--- src/rtl/cmd_pkg.sv ---
// ---------------------------------------------------------------------------
// cmd_pkg
// Shared definitions for the SUMP command decoder: opcode values, arm-FSM
// state encoding and the trigger-write kind produced by cmd_trig_dec.
// ---------------------------------------------------------------------------
package cmd_pkg;

  // SUMP opcodes
  localparam logic [7:0] OP_RESET     = 8'h00;
  localparam logic [7:0] OP_ARM       = 8'h01;
  localparam logic [7:0] OP_ID        = 8'h02;
  localparam logic [7:0] OP_META      = 8'h04;
  localparam logic [7:0] OP_XON       = 8'h11;
  localparam logic [7:0] OP_XOFF      = 8'h13;
  localparam logic [7:0] OP_TRIG_MASK = 8'hC0;  // base; stage in op[3:2]
  localparam logic [7:0] OP_TRIG_VAL  = 8'hC1;  // base; stage in op[3:2]
  localparam logic [7:0] OP_TRIG_CFG  = 8'hC2;  // base; stage in op[3:2]
  localparam logic [7:0] OP_DIV       = 8'h80;
  localparam logic [7:0] OP_CNT       = 8'h81;
  localparam logic [7:0] OP_FLAGS     = 8'h82;

  typedef enum logic {
    ST_IDLE  = 1'b0,
    ST_ARMED = 1'b1
  } state_e;

  typedef enum logic [1:0] {
    TRIG_NONE = 2'd0,
    TRIG_MASK = 2'd1,
    TRIG_VAL  = 2'd2,
    TRIG_CFG  = 2'd3
  } trig_kind_e;

endpackage

--- src/rtl/cmd_trig_dec.sv ---
// ---------------------------------------------------------------------------
// cmd_trig_dec
// Pure combinational decode of the trigger opcode range C0..CF.
//   opcode_i  in   8  command opcode
//   kind_o    out  2  TRIG_MASK / TRIG_VAL / TRIG_CFG, or TRIG_NONE when the
//                     opcode is not a trigger write (incl. C3/C7/CB/CF)
//   stage_o   out  2  trigger stage index, op[3:2]
// ---------------------------------------------------------------------------
module cmd_trig_dec
  import cmd_pkg::*;
(
  input  logic [7:0] opcode_i,
  output trig_kind_e kind_o,
  output logic [1:0] stage_o
);

  logic [7:0] op_base;

  // Strip the stage field so each stage maps onto the same base opcode.
  assign op_base = {opcode_i[7:4], 2'b00, opcode_i[1:0]};
  assign stage_o = opcode_i[3:2];

  // NOTE: kind_o gets a default before the if-chain so no path leaves it
  // unassigned; without it this block would infer a latch.
  always_comb begin
    kind_o = TRIG_NONE;
    if (op_base == OP_TRIG_MASK)     kind_o = TRIG_MASK;
    else if (op_base == OP_TRIG_VAL) kind_o = TRIG_VAL;
    else if (op_base == OP_TRIG_CFG) kind_o = TRIG_CFG;
  end

endmodule

--- src/rtl/cmd_decoder.sv ---
// ---------------------------------------------------------------------------
// cmd_decoder
// Consumes {data,opcode}+execute from the UART command interface and turns
// each SUMP command into one-cycle trigger write strobes and held capture
// configuration registers. Owns the arm FSM; config is locked while armed.
//
// Ports
//   clk, rst            clock, asynchronous active-low reset
//   cmd[39:0]           {data[31:0], opcode[7:0]}, valid while execute high
//   execute             command valid (level; rising edge = one command)
//   capture_done        one-cycle pulse from the core, capture finished
//   core_reset          one-cycle soft reset pulse for sampler/trigger core
//   armed               capture armed, config locked
//   trig_wr_mask/val/cfg one-cycle strobes, qualify trig_stage/trig_data
//   divider, read_count, delay_count, flags   held configuration
//   err_count           rejected-command counter
//
// Build option: define CMD_ERRCNT_EN to get a saturating rejected-command
// counter on err_count; otherwise err_count is tied to 0.
// ---------------------------------------------------------------------------
module cmd_decoder
  import cmd_pkg::*;
#(
  parameter int RESET_COUNT = 1,   // consecutive 0x00 commands per core_reset (1..7)
  parameter int DIV_W       = 24   // divider width (<= 32)
) (
  input  logic             clk,
  input  logic             rst,
  input  logic [39:0]      cmd,
  input  logic             execute,
  input  logic             capture_done,
  output logic             core_reset,
  output logic             armed,
  output logic             trig_wr_mask,
  output logic             trig_wr_val,
  output logic             trig_wr_cfg,
  output logic [1:0]       trig_stage,
  output logic [31:0]      trig_data,
  output logic [DIV_W-1:0] divider,
  output logic [15:0]      read_count,
  output logic [15:0]      delay_count,
  output logic [15:0]      flags,
  output logic [7:0]       err_count
);

  localparam logic [2:0] RC_LAST = 3'(RESET_COUNT - 1);

  logic [7:0]  opcode;
  logic [31:0] data;
  assign opcode = cmd[7:0];
  assign data   = cmd[39:8];

  logic       exec_q;
  logic       accept;
  state_e     state_q, state_d, state_eff;
  logic [2:0] rst_cnt_q, rst_cnt_d;
  logic       core_reset_d;
  trig_kind_e trig_kind;
  logic [1:0] trig_stage_dec;
  logic       op_cfg, locked, cfg_wr;

  cmd_trig_dec u_trig_dec (
    .opcode_i (opcode),
    .kind_o   (trig_kind),
    .stage_o  (trig_stage_dec)
  );

  assign accept = execute & ~exec_q;

  // capture_done is applied before the command of the same cycle, so the
  // lock check and the arm decision both see the post-capture state.
  assign state_eff = capture_done ? ST_IDLE : state_q;
  assign locked    = (state_eff == ST_ARMED);

  assign op_cfg = (trig_kind != TRIG_NONE) || (opcode == OP_DIV) ||
                  (opcode == OP_CNT) || (opcode == OP_FLAGS);
  assign cfg_wr = accept && op_cfg && !locked;

  assign core_reset_d = accept && (opcode == OP_RESET) && (rst_cnt_q == RC_LAST);

  always_comb begin
    rst_cnt_d = rst_cnt_q;
    if (accept) begin
      if (opcode == OP_RESET) rst_cnt_d = core_reset_d ? 3'd0 : rst_cnt_q + 3'd1;
      else                    rst_cnt_d = 3'd0;
    end

    state_d = state_eff;
    if (core_reset_d)                        state_d = ST_IDLE;
    else if (accept && (opcode == OP_ARM))   state_d = ST_ARMED;
  end

  // NOTE: all state here is sequential, so every assignment is non-blocking;
  // blocking assignments would let later statements see the new value.
  always_ff @(posedge clk or negedge rst) begin
    if (!rst) begin
      // Resetting to 1 means an execute still high after reset release is
      // not mistaken for a fresh rising edge.
      exec_q       <= 1'b1;
      state_q      <= ST_IDLE;
      rst_cnt_q    <= '0;
      core_reset   <= 1'b0;
      trig_wr_mask <= 1'b0;
      trig_wr_val  <= 1'b0;
      trig_wr_cfg  <= 1'b0;
      trig_stage   <= '0;
      trig_data    <= '0;
      divider      <= '0;
      read_count   <= '0;
      delay_count  <= '0;
      flags        <= '0;
    end else begin
      exec_q       <= execute;
      state_q      <= state_d;
      rst_cnt_q    <= rst_cnt_d;
      core_reset   <= core_reset_d;
      trig_wr_mask <= cfg_wr && (trig_kind == TRIG_MASK);
      trig_wr_val  <= cfg_wr && (trig_kind == TRIG_VAL);
      trig_wr_cfg  <= cfg_wr && (trig_kind == TRIG_CFG);
      if (cfg_wr && (trig_kind != TRIG_NONE)) begin
        trig_stage <= trig_stage_dec;
        trig_data  <= data;
      end
      if (cfg_wr && (opcode == OP_DIV)) divider <= data[DIV_W-1:0];
      if (cfg_wr && (opcode == OP_CNT)) begin
        read_count  <= data[15:0];
        delay_count <= data[31:16];
      end
      if (cfg_wr && (opcode == OP_FLAGS)) flags <= data[15:0];
    end
  end

  assign armed = (state_q == ST_ARMED);

`ifdef CMD_ERRCNT_EN
  logic       op_known;
  logic       reject;
  logic [7:0] err_q;

  // Housekeeping opcodes are handled upstream and are silently accepted.
  assign op_known = op_cfg || (opcode == OP_RESET) || (opcode == OP_ARM) ||
                    (opcode == OP_ID) || (opcode == OP_META) ||
                    (opcode == OP_XON) || (opcode == OP_XOFF);
  assign reject   = accept && (!op_known || (op_cfg && locked));

  always_ff @(posedge clk or negedge rst) begin
    if (!rst)                            err_q <= '0;
    else if (core_reset_d)               err_q <= '0;
    else if (reject && (err_q != 8'hFF)) err_q <= err_q + 8'd1;
  end

  assign err_count = err_q;
`else
  assign err_count = '0;
`endif

endmodule

--- config.mk ---
export PLATFORM = sky130hd
export DESIGN_NAME = cmd_decoder
export DESIGN_NICKNAME = d
export VERILOG_FILES = /design/src/rtl/cmd_pkg.sv /design/src/rtl/cmd_trig_dec.sv /design/src/rtl/cmd_decoder.sv
export SDC_FILE = /design/constraint.sdc
export NUM_CORES = 1
export LEC_CHECK = 0
export BUFFER_PORTS_ARGS = -buffer_cell sky130_fd_sc_hd__buf_2
export CAP_MARGIN = 20
export CORE_ASPECT_RATIO = 0.9
export CORE_MARGIN = 2
export CORE_UTILIZATION = 45
export CTS_CLUSTER_DIAMETER = 40
export DETAILED_ROUTE_END_ITERATION = 10
export PLACE_DENSITY = 0.76
export SLEW_MARGIN = 25
export SYNTH_ARGS = -nofsm -noshare
export SYNTH_HDL_FRONTEND = slang
export SYNTH_SLANG_ARGS = --single-unit
--- constraint.sdc ---
create_clock -name clk -period 2 [get_ports clk]
set_input_delay 0.3 -clock clk [delete_from_list [all_inputs] [get_ports clk]]
set_output_delay 0.3 -clock clk [all_outputs]
set_load 0.02 [all_outputs]
==> flow_summary.rst, run 1 <==
.. list-table::
   :header-rows: 1

   * - Metric
     - Value
   * - Arr. time, crit path
     - between 2000 and 2500 ps
   * - Final antenna diode count
     - 0
   * - Leading area contributor after synthesis
     - sky130_fd_sc_hd__dfrtp_1
   * - Worst hold-check slack
     - 27.4 ps
   * - Vias in the first global route
     - 3064
   * - Congestion Overflow GR
     - 0
   * - RSZ-0062 raised after global routing
     - false
   * - Global-route total usage across every layer
     - 0.190
   * - Port Buffers
     - 154
   * - Area of the core region
     - approximately 0.010 mm2
   * - Vias per Instance
     - just under 5
   * - Number of buffers between clock root and the deepest sink
     - 2
   * - Final net count
     - 504
   * - Endpoint of the worst hold-timing path
     - exec_q
   * - EDFF count, synth
     - 0
   * - PwrDens
     - 977 mW/mm2
   * - Cell total after placement
     - between 500 and 600
   * - Clock transition at the registers of the reported paths
     - 50 ps
   * - Overall routed net length
     - 9930 um
   * - CP max FO
     - 13
   * - Worst path cell trace
     - buf_2, or4_4, or3_4, buf_4, nor3_4, buf_6, mux2_2
   * - Post-DR wirelength/cell
     - between 15 and 20 um
   * - Cell depth of the worst min-delay path
     - 1
   * - Clock sink count
     - 115
   * - Class of the tightest hold or removal check
     - in2reg
   * - HPWL Detailed
     - 6800 um
   * - Share of cells above drive strength 1
     - 0.665
   * - Global-route wire length before repair
     - 16000 um
   * - R2R setup slack
     - 190 ps
   * - Main synth FF type
     - sky130_fd_sc_hd__dfrtp_1
   * - R2r startpoint
     - armed
   * - Number of cells in the finished layout apart from fillers
     - 600
   * - Number of register bits inferred by synthesis
     - around 120
   * - Die footprint
     - 0.0111 mm2
   * - Main area contributors after synthesis
     - sky130_fd_sc_hd__dfrtp_1, sky130_fd_sc_hd__mux2_2, sky130_fd_sc_hd__mux2_4
   * - Post-synthesis average cell area
     - roughly 17 um2
   * - DR pass1 iterations
     - 4
   * - Final Max Slew Viols
     - 0
   * - Post-synthesis cell area
     - about 0.0046 mm2
   * - Data required, critical path
     - between 2000 and 2500 ps
   * - Startpoint types
     - input port
   * - Cell variety after synth
     - 32
   * - Async S/R FF share, synth
     - 1.00
   * - Setup TNS
     - 0 ps
   * - Insertion delay to the later sink of the worst-skew pair
     - 400 ps
   * - Sequential area share after synthesis
     - 0.624
   * - Total setup violations reported at the end of the flow
     - 0
   * - Worst reg2reg path depth
     - 6
   * - Initial antenna violation count
     - 0
   * - Floorplan row count
     - 35
   * - Number of hold violations in the final report
     - 0
   * - Number of design-rule violations left by the first detailed-router iteration
     - 68
   * - ANT nets after route
     - 0
   * - Routability Congestion
     - between 0.8 and 0.9
   * - Die X
     - 111 um
   * - Setup crit end kind
     - register
   * - Area growth syn-to-layout
     - 34.8%
   * - TritonCTS buffer count
     - 17
   * - Clock tree from TritonCTS
     - done
   * - Die height
     - 100 um
   * - IR drop worst, VDD
     - ~650 uV
   * - Syn. warnings
     - 0
   * - Yosys top cell area share
     - 0.618
   * - Max Cap Viol
     - 0
   * - Initial core utilization
     - 0.456
   * - Pin count of the biggest net entering global routing
     - 46
   * - Number of H-tree branching levels
     - 4
   * - I/O pins
     - 163
   * - CP peak stage delay
     - about 530 ps
   * - Critical-path top delay cell
     - sky130_fd_sc_hd__or4_4
   * - Maximum clock frequency
     - a little over 500 MHz
   * - Ranking of synthesized cells by instance count
     - sky130_fd_sc_hd__dfrtp_1, sky130_fd_sc_hd__mux2_2, sky130_fd_sc_hd__mux2_4
   * - Static power due to leakage
     - 0.00353 uW
   * - Most numerous cell in the Yosys netlist
     - sky130_fd_sc_hd__dfrtp_1
   * - Clock root buffer master
     - sky130_fd_sc_hd__clkbuf_16
   * - Instance count of the mapped netlist
     - approximately 280
   * - Via Count
     - 2966
   * - Drc violations
     - 0
   * - Clock skew
     - 6.43 ps
   * - Min-Delay Startpoint
     - execute
   * - Result of the run
     - finished, final reports clean
   * - Setup repair bufs after CTS
     - 0
   * - Fin crit share
     - 0.973
   * - Type of the worst setup path
     - in2reg
   * - R2r endpoint
     - trig_data[29]
   * - Final critical delay including setup and external delays
     - 1950 ps
==> cell families (layout without fill, tap and decap cells) <==
group                    after synthesis  after routing  share of synthesized area
AO/OA/AOI/OAI                          6              6                     0.0100
adder cells (fa/ha/maj)                2              2                    0.00542
AND/OR/NAND/NOR                       26             26                     0.0371
multiplexers                         106            106                      0.283
flip-flops                           115            115                      0.624
other                                  1              8                   0.000812
buffers and inverters                 23            208                     0.0398
==> power breakdown <==
| group | total, uW | internal [uW] | switching (uW) | leakage (uW) |
|---|---|---|---|---|
| combinational | 717 | 291 | 426 | 0.00169 |
| clock | 2780 | 1830 | 954 | 0.000271 |
| sequential | 2570 | 2490 | 79.8 | 0.00156 |
| total | 6080 | 4620 | 1460 | 0.00353 |
==> area by class of cell <==
cell class                 count  area (um2)
fill                         777        3900
tap                          129         161
sequential                   115        2880
clock buffer                  27         503
multi-input combinational    148        1610
clock inverter                 5        52.6
timing repair buffer         172        1000
inverter                       4        15.0
==> metrics by stage <==
step / setup slack (ps) / total power, uW / instance area, um2 / utilization
finish: 54.0 / 6080 / 6220 / 0.615
global route: 19.5 / 6350 / 6220 / 0.615
CTS: 8.27 / 6150 / 6210 / 0.614
detailed placement: -451 / 3340 / 5620 / 0.555
global placement: -419 / 3310 / 5620 / 0.555
floorplan: -235 / 3000 / 4660 / -
==> flip-flops by register name, summed over array words and instances (netlist names), 2 cells and up <==
name         count
delay_count     16
divider         24
flags           16
read_count      16
rst_cnt_q        3
trig_data       32
trig_stage       2
==> worst max-delay path by stage <==
stage	startpoint	end	slack, ps	cells after the start
finish	cmd[5]	divider[22]	50	7
global route	cmd[5]	divider[15]	20	7
CTS	cmd[5]	divider[22]	8	7
detailed placement	cmd[5]	delay_count[3]	-450	6
global placement	cmd[5]	delay_count[5]	-420	6
floorplan	cmd[5]	delay_count[0]	-240	6
==> cell usage in the layout (no fill, tap or decap), drive strengths merged <==
cell type,instances
nor2,2
nand2,3
inv,4
nand3,1
o32ai,1
nand4,2
buf,171
a211o,1
o41ai,1
clkbuf,27
ha,2
or4,1
nor3,2
dfstp,1
clkinv,3
conb,8
o21ai,2
nor3b,1
nor4,5
nor2b,1
dlygate4sd3,1
a32o,1
dfrtp,114
clkinvlp,1
or3,3
bufinv,1
and2,1
nand2b,3
or2b,1
mux2,106
==> worst max-delay path: cells and delay by family <==
family / cells / cell delay, ps
and+or+nand+nor: 3 / 1090
buffers and inverters: 3 / 480
muxes: 1 / 350
==> metal layers <==
| layer | share of wire | track usage |
|---|---|---|
| met5 | 0 | 0 |
| met4 | 0.016 | 0.0923 |
| met3 | 0.085 | 0.0809 |
| met2 | 0.47 | 0.286 |
| met1 | 0.43 | 0.238 |
==> timing repair <==
action	4_1_cts	5_1_grt
cloned	1	0
endpoints found under the setup margin	31	4
gates resized for setup	2	2
hold endpoints to repair	33	0
hold buffers	1	0
(Power assumes the default switching activity.)
==> inputs of run 2 (changes only) <==
==> constraint.sdc (replaced) <==
create_clock -name clk -period 1.6 [get_ports clk]
set_input_delay 0.24 -clock clk [delete_from_list [all_inputs] [get_ports clk]]
set_output_delay 0.24 -clock clk [all_outputs]
set_load 0.02 [all_outputs]
==> run 2 against run 1 <==
The flow now finishes with violations (setup timing). Clock-buffer cell count is 7 lower. Non-clock buffer count is 18 higher. Total power is 33% higher. Worst setup slack worse by 310 ps. Largest power group unchanged. Cell count is 3.0% higher. Largest cell class unchanged. Hold slack better by 22 ps.
==> flow_summary.rst, run 2 (synthesis results as in run 1) <==
.. list-table::
   :header-rows: 1

   * - Metric
     - Value
   * - Clk pwr share
     - 0.484 (+0.026)
   * - Routability Congestion
     - 0.753 (-6.3%)
   * - Post-DR wirelength/cell
     - 18.7 um (+13%)
   * - Drc violations
     - 0 (unchanged)
   * - CP max FO
     - 6 (-7)
   * - Class of the tightest hold or removal check
     - in2reg
   * - ANT nets after route
     - 0 (unchanged)
   * - Startpoint types
     - input port
   * - Failing checks
     - setup timing
   * - Final critical delay including setup and external delays
     - roughly 1900 ps
   * - HPWL Detailed
     - 7210 um (+6.1%)
   * - Static power due to leakage
     - 0.00373 uW (+5.9%)
   * - Number of design-rule violations left by the first detailed-router iteration
     - 91 (+34%)
   * - Kind of cell with the highest combined delay on the critical path
     - simple AND/OR/NAND/NOR gates
   * - Post-place setup slack
     - -777 ps (-326 ps)
   * - Initial core utilization
     - 0.456 (unchanged)
   * - Clock skew
     - 12.8 ps (+6.36 ps)
   * - Number of cells in the finished layout apart from fillers
     - 618 (+3.0%)
   * - Switching share of power
     - 0.247 (+0.00711)
   * - Total setup violations reported at the end of the flow
     - 106 (+106)
   * - Biggest registers after layout
     - trig_data x32, divider x24
   * - Area of the core region
     - 0.0101 mm2 (unchanged)
   * - Crit-path most repeated cell
     - sky130_fd_sc_hd__buf_6
   * - Share of cells above drive strength 1
     - 0.691 (+0.0267)
   * - Worst path cell trace
     - buf_6, or4_4, or3_4, buf_6, nor3_4, buf_6, buf_8, mux2_4
   * - Worst hold-check slack
     - 49.5 ps (+22.1 ps)
   * - Setup crit end kind
     - register
   * - DR top layer
     - met4
   * - Final antenna diode count
     - 0 (unchanged)
   * - Setup TNS
     - -20690 ps (-20690 ps)
   * - Register name with the most flops
     - trig_data
   * - Share of power burned in combinational logic
     - 0.118 (about the same)
   * - Clock tree from TritonCTS
     - done
   * - Clock root buffer master
     - sky130_fd_sc_hd__clkbuf_16
   * - Global-route total usage across every layer
     - 0.214 (+0.0242)
   * - Buffers and inverters on the worst path
     - 4 (+1)
   * - Worst Setup Slack, final
     - -252 ps (-306 ps)
   * - Most frequent standard cell in the layout excluding fill and tap cells
     - sky130_fd_sc_hd__buf_2
   * - Top library cells by usage in the layout, fill and taps aside
     - sky130_fd_sc_hd__buf_2, sky130_fd_sc_hd__dfrtp_1, sky130_fd_sc_hd__mux2_4
   * - Number of H-tree branching levels
     - 4 (unchanged)
   * - Area growth syn-to-layout
     - 46.2%
   * - PwrDens
     - 1200 mW/mm2 (+23%)
   * - Internal power
     - 6090 uW (+32%)
   * - DR pass1 iterations
     - 4 (unchanged)
   * - TritonCTS buffer count
     - 17 (unchanged)
   * - Floorplan row count
     - 35 (unchanged)
   * - Maximum clock frequency
     - 540 MHz
   * - Share of power burned in registers
     - 0.398 (-0.026)
   * - Global-route wire length before repair
     - 18200 um (+14%)
   * - Critical-path top delay cell
     - sky130_fd_sc_hd__or4_4
   * - Met1 wire length
     - 5060 um (+18%)
   * - Layout fillers
     - 736 (-5.3%)
   * - IR drop worst, VDD
     - 845 uV (+31%)
   * - Met3 wirelength from detailed routing
     - 611 um (-28%)
   * - Number of hold violations in the final report
     - 0 (unchanged)
   * - Max reg flops
     - 32 (unchanged)
   * - Vias per Instance
     - 5.00 (+1.2%)
   * - Number of buffers between clock root and the deepest sink
     - 2 (unchanged)
   * - Fin crit share
     - 1.16
   * - Overall routed net length
     - 11600 um (+17%)
   * - RSZ-0062 raised after global routing
     - true
   * - Clock sink count
     - 115 (unchanged)
   * - Area used by multi-input combinational logic
     - 0.00179 mm2 (+12%)
   * - Port Buffers
     - 154 (unchanged)
   * - Pin count of the biggest net entering global routing
     - 58 (+26%)
   * - Result of the run
     - finished, violations left
   * - Final net count
     - 522 (+3.6%)
   * - Sequential cell area
     - 0.00288 mm2 (unchanged)
   * - Clock transition at the registers of the reported paths
     - 50 ps (about the same)
   * - Via Count
     - 3091 (+4.2%)
   * - Arr. time, crit path
     - 2140 ps (-80 ps)
   * - CP peak stage delay
     - 520 ps (about the same)
   * - Final Max Slew Viols
     - 0 (unchanged)
   * - Die X
     - 111 um (unchanged)
   * - Congestion Overflow GR
     - 0 (unchanged)
   * - Type of the worst setup path
     - in2reg
   * - Initial antenna violation count
     - 0 (unchanged)
   * - Die height
     - 100 um (unchanged)
   * - Insertion delay to the later sink of the worst-skew pair
     - 410 ps (about the same)
   * - Vias in the first global route
     - 3356 (+9.5%)
   * - Net switching component of the power
     - 2000 uW (+37%)
   * - Cell total after placement
     - 572 (+1.1%)
   * - Die footprint
     - 0.0111 mm2 (unchanged)
   * - I/O pins
     - 163 (unchanged)
   * - Data required, critical path
     - 1880 ps (-400 ps)
   * - Max Cap Viol
     - 0 (unchanged)
   * - Met2 wire len
     - 5750 um (+24%)
[run 2: changes by cell type in the layout (fill, tap and decap cells not counted), sizes merged]
cell / previous run / this run
inv: 4 / 5
clkbuf: 27 / 22
clkinvlp: 1 / 6
buf: 171 / 187
clkinv: 3 / 2
bufinv: 1 / 3
[run 2: routing by layer]
metal | vias to the layer above | global-route usage
li1 | 1376 | -
met1 | 1598 | 0.273
met2 | 107 | 0.352
met3 | 10 | 0.0670
met4 | 0 | 0.0712
met5 | - | 0
[run 2: final timing paths]
path	startpoint	to	slack, ps	depth (start not counted)
max	cmd[5]	divider[10]	-250	8
min	execute	exec_q	50	2
max reg2reg	armed	delay_count[4]	-240	6
min reg2reg	trig_data[25]	trig_data[25]	500	1
max in group asynchronous	rst	exec_q	750	3
min in group asynchronous	rst	flags[6]	240	2
[run 2: stage by stage]
stage / utilization / power, uW / instance area, um2
6_report: 0.667 / 8090 / 6750
5_1_grt: 0.667 / 8400 / 6750
4_1_cts: 0.663 / 8140 / 6700
3_5_place_dp: 0.568 / 4190 / 5750
3_3_place_gp: 0.568 / 4150 / 5750
2_1_floorplan: - / 3760 / 4800
[run 2: worst register-to-register path: stages, from the launching register on]
cell and delay [ps]:
sky130_fd_sc_hd__dfrtp_1 380, sky130_fd_sc_hd__or2b_4 220, sky130_fd_sc_hd__nand3_4 70, sky130_fd_sc_hd__buf_6 140, sky130_fd_sc_hd__or3_4 420, sky130_fd_sc_hd__buf_12 190, sky130_fd_sc_hd__mux2_4 320
[run 2: power by group through the flow]
stage               Clock [uW]  Combinational (uW)  Sequential [uW]
floorplan                    0                 251             3510
global placement             0                 903             3250
detailed placement           0                 926             3270
CTS                       3970                 956             3220
global route              4140                1020             3250
finish                    3910                 955             3220
[run 2: repair_timing]
action | CTS | global route
resized for setup | 39 | 9
endpoints found under the hold margin | 37 | 0
setup buffers | 4 | 4
hold buffers | 1 | 0
pin swaps | 2 | 5
endpoints found under the setup margin | 106 | 108
cloned | 5 | 2
[run 2: layout make-up]
cell class                      count  share of cell area
Clock inverter                     12              0.0228
Sequential cell                   115               0.427
Clock buffer                       20              0.0692
Multi-Input combinational cell    148               0.266
Inverter                            4             0.00223
Tap cell                          129              0.0239
Timing Repair Buffer              190               0.189
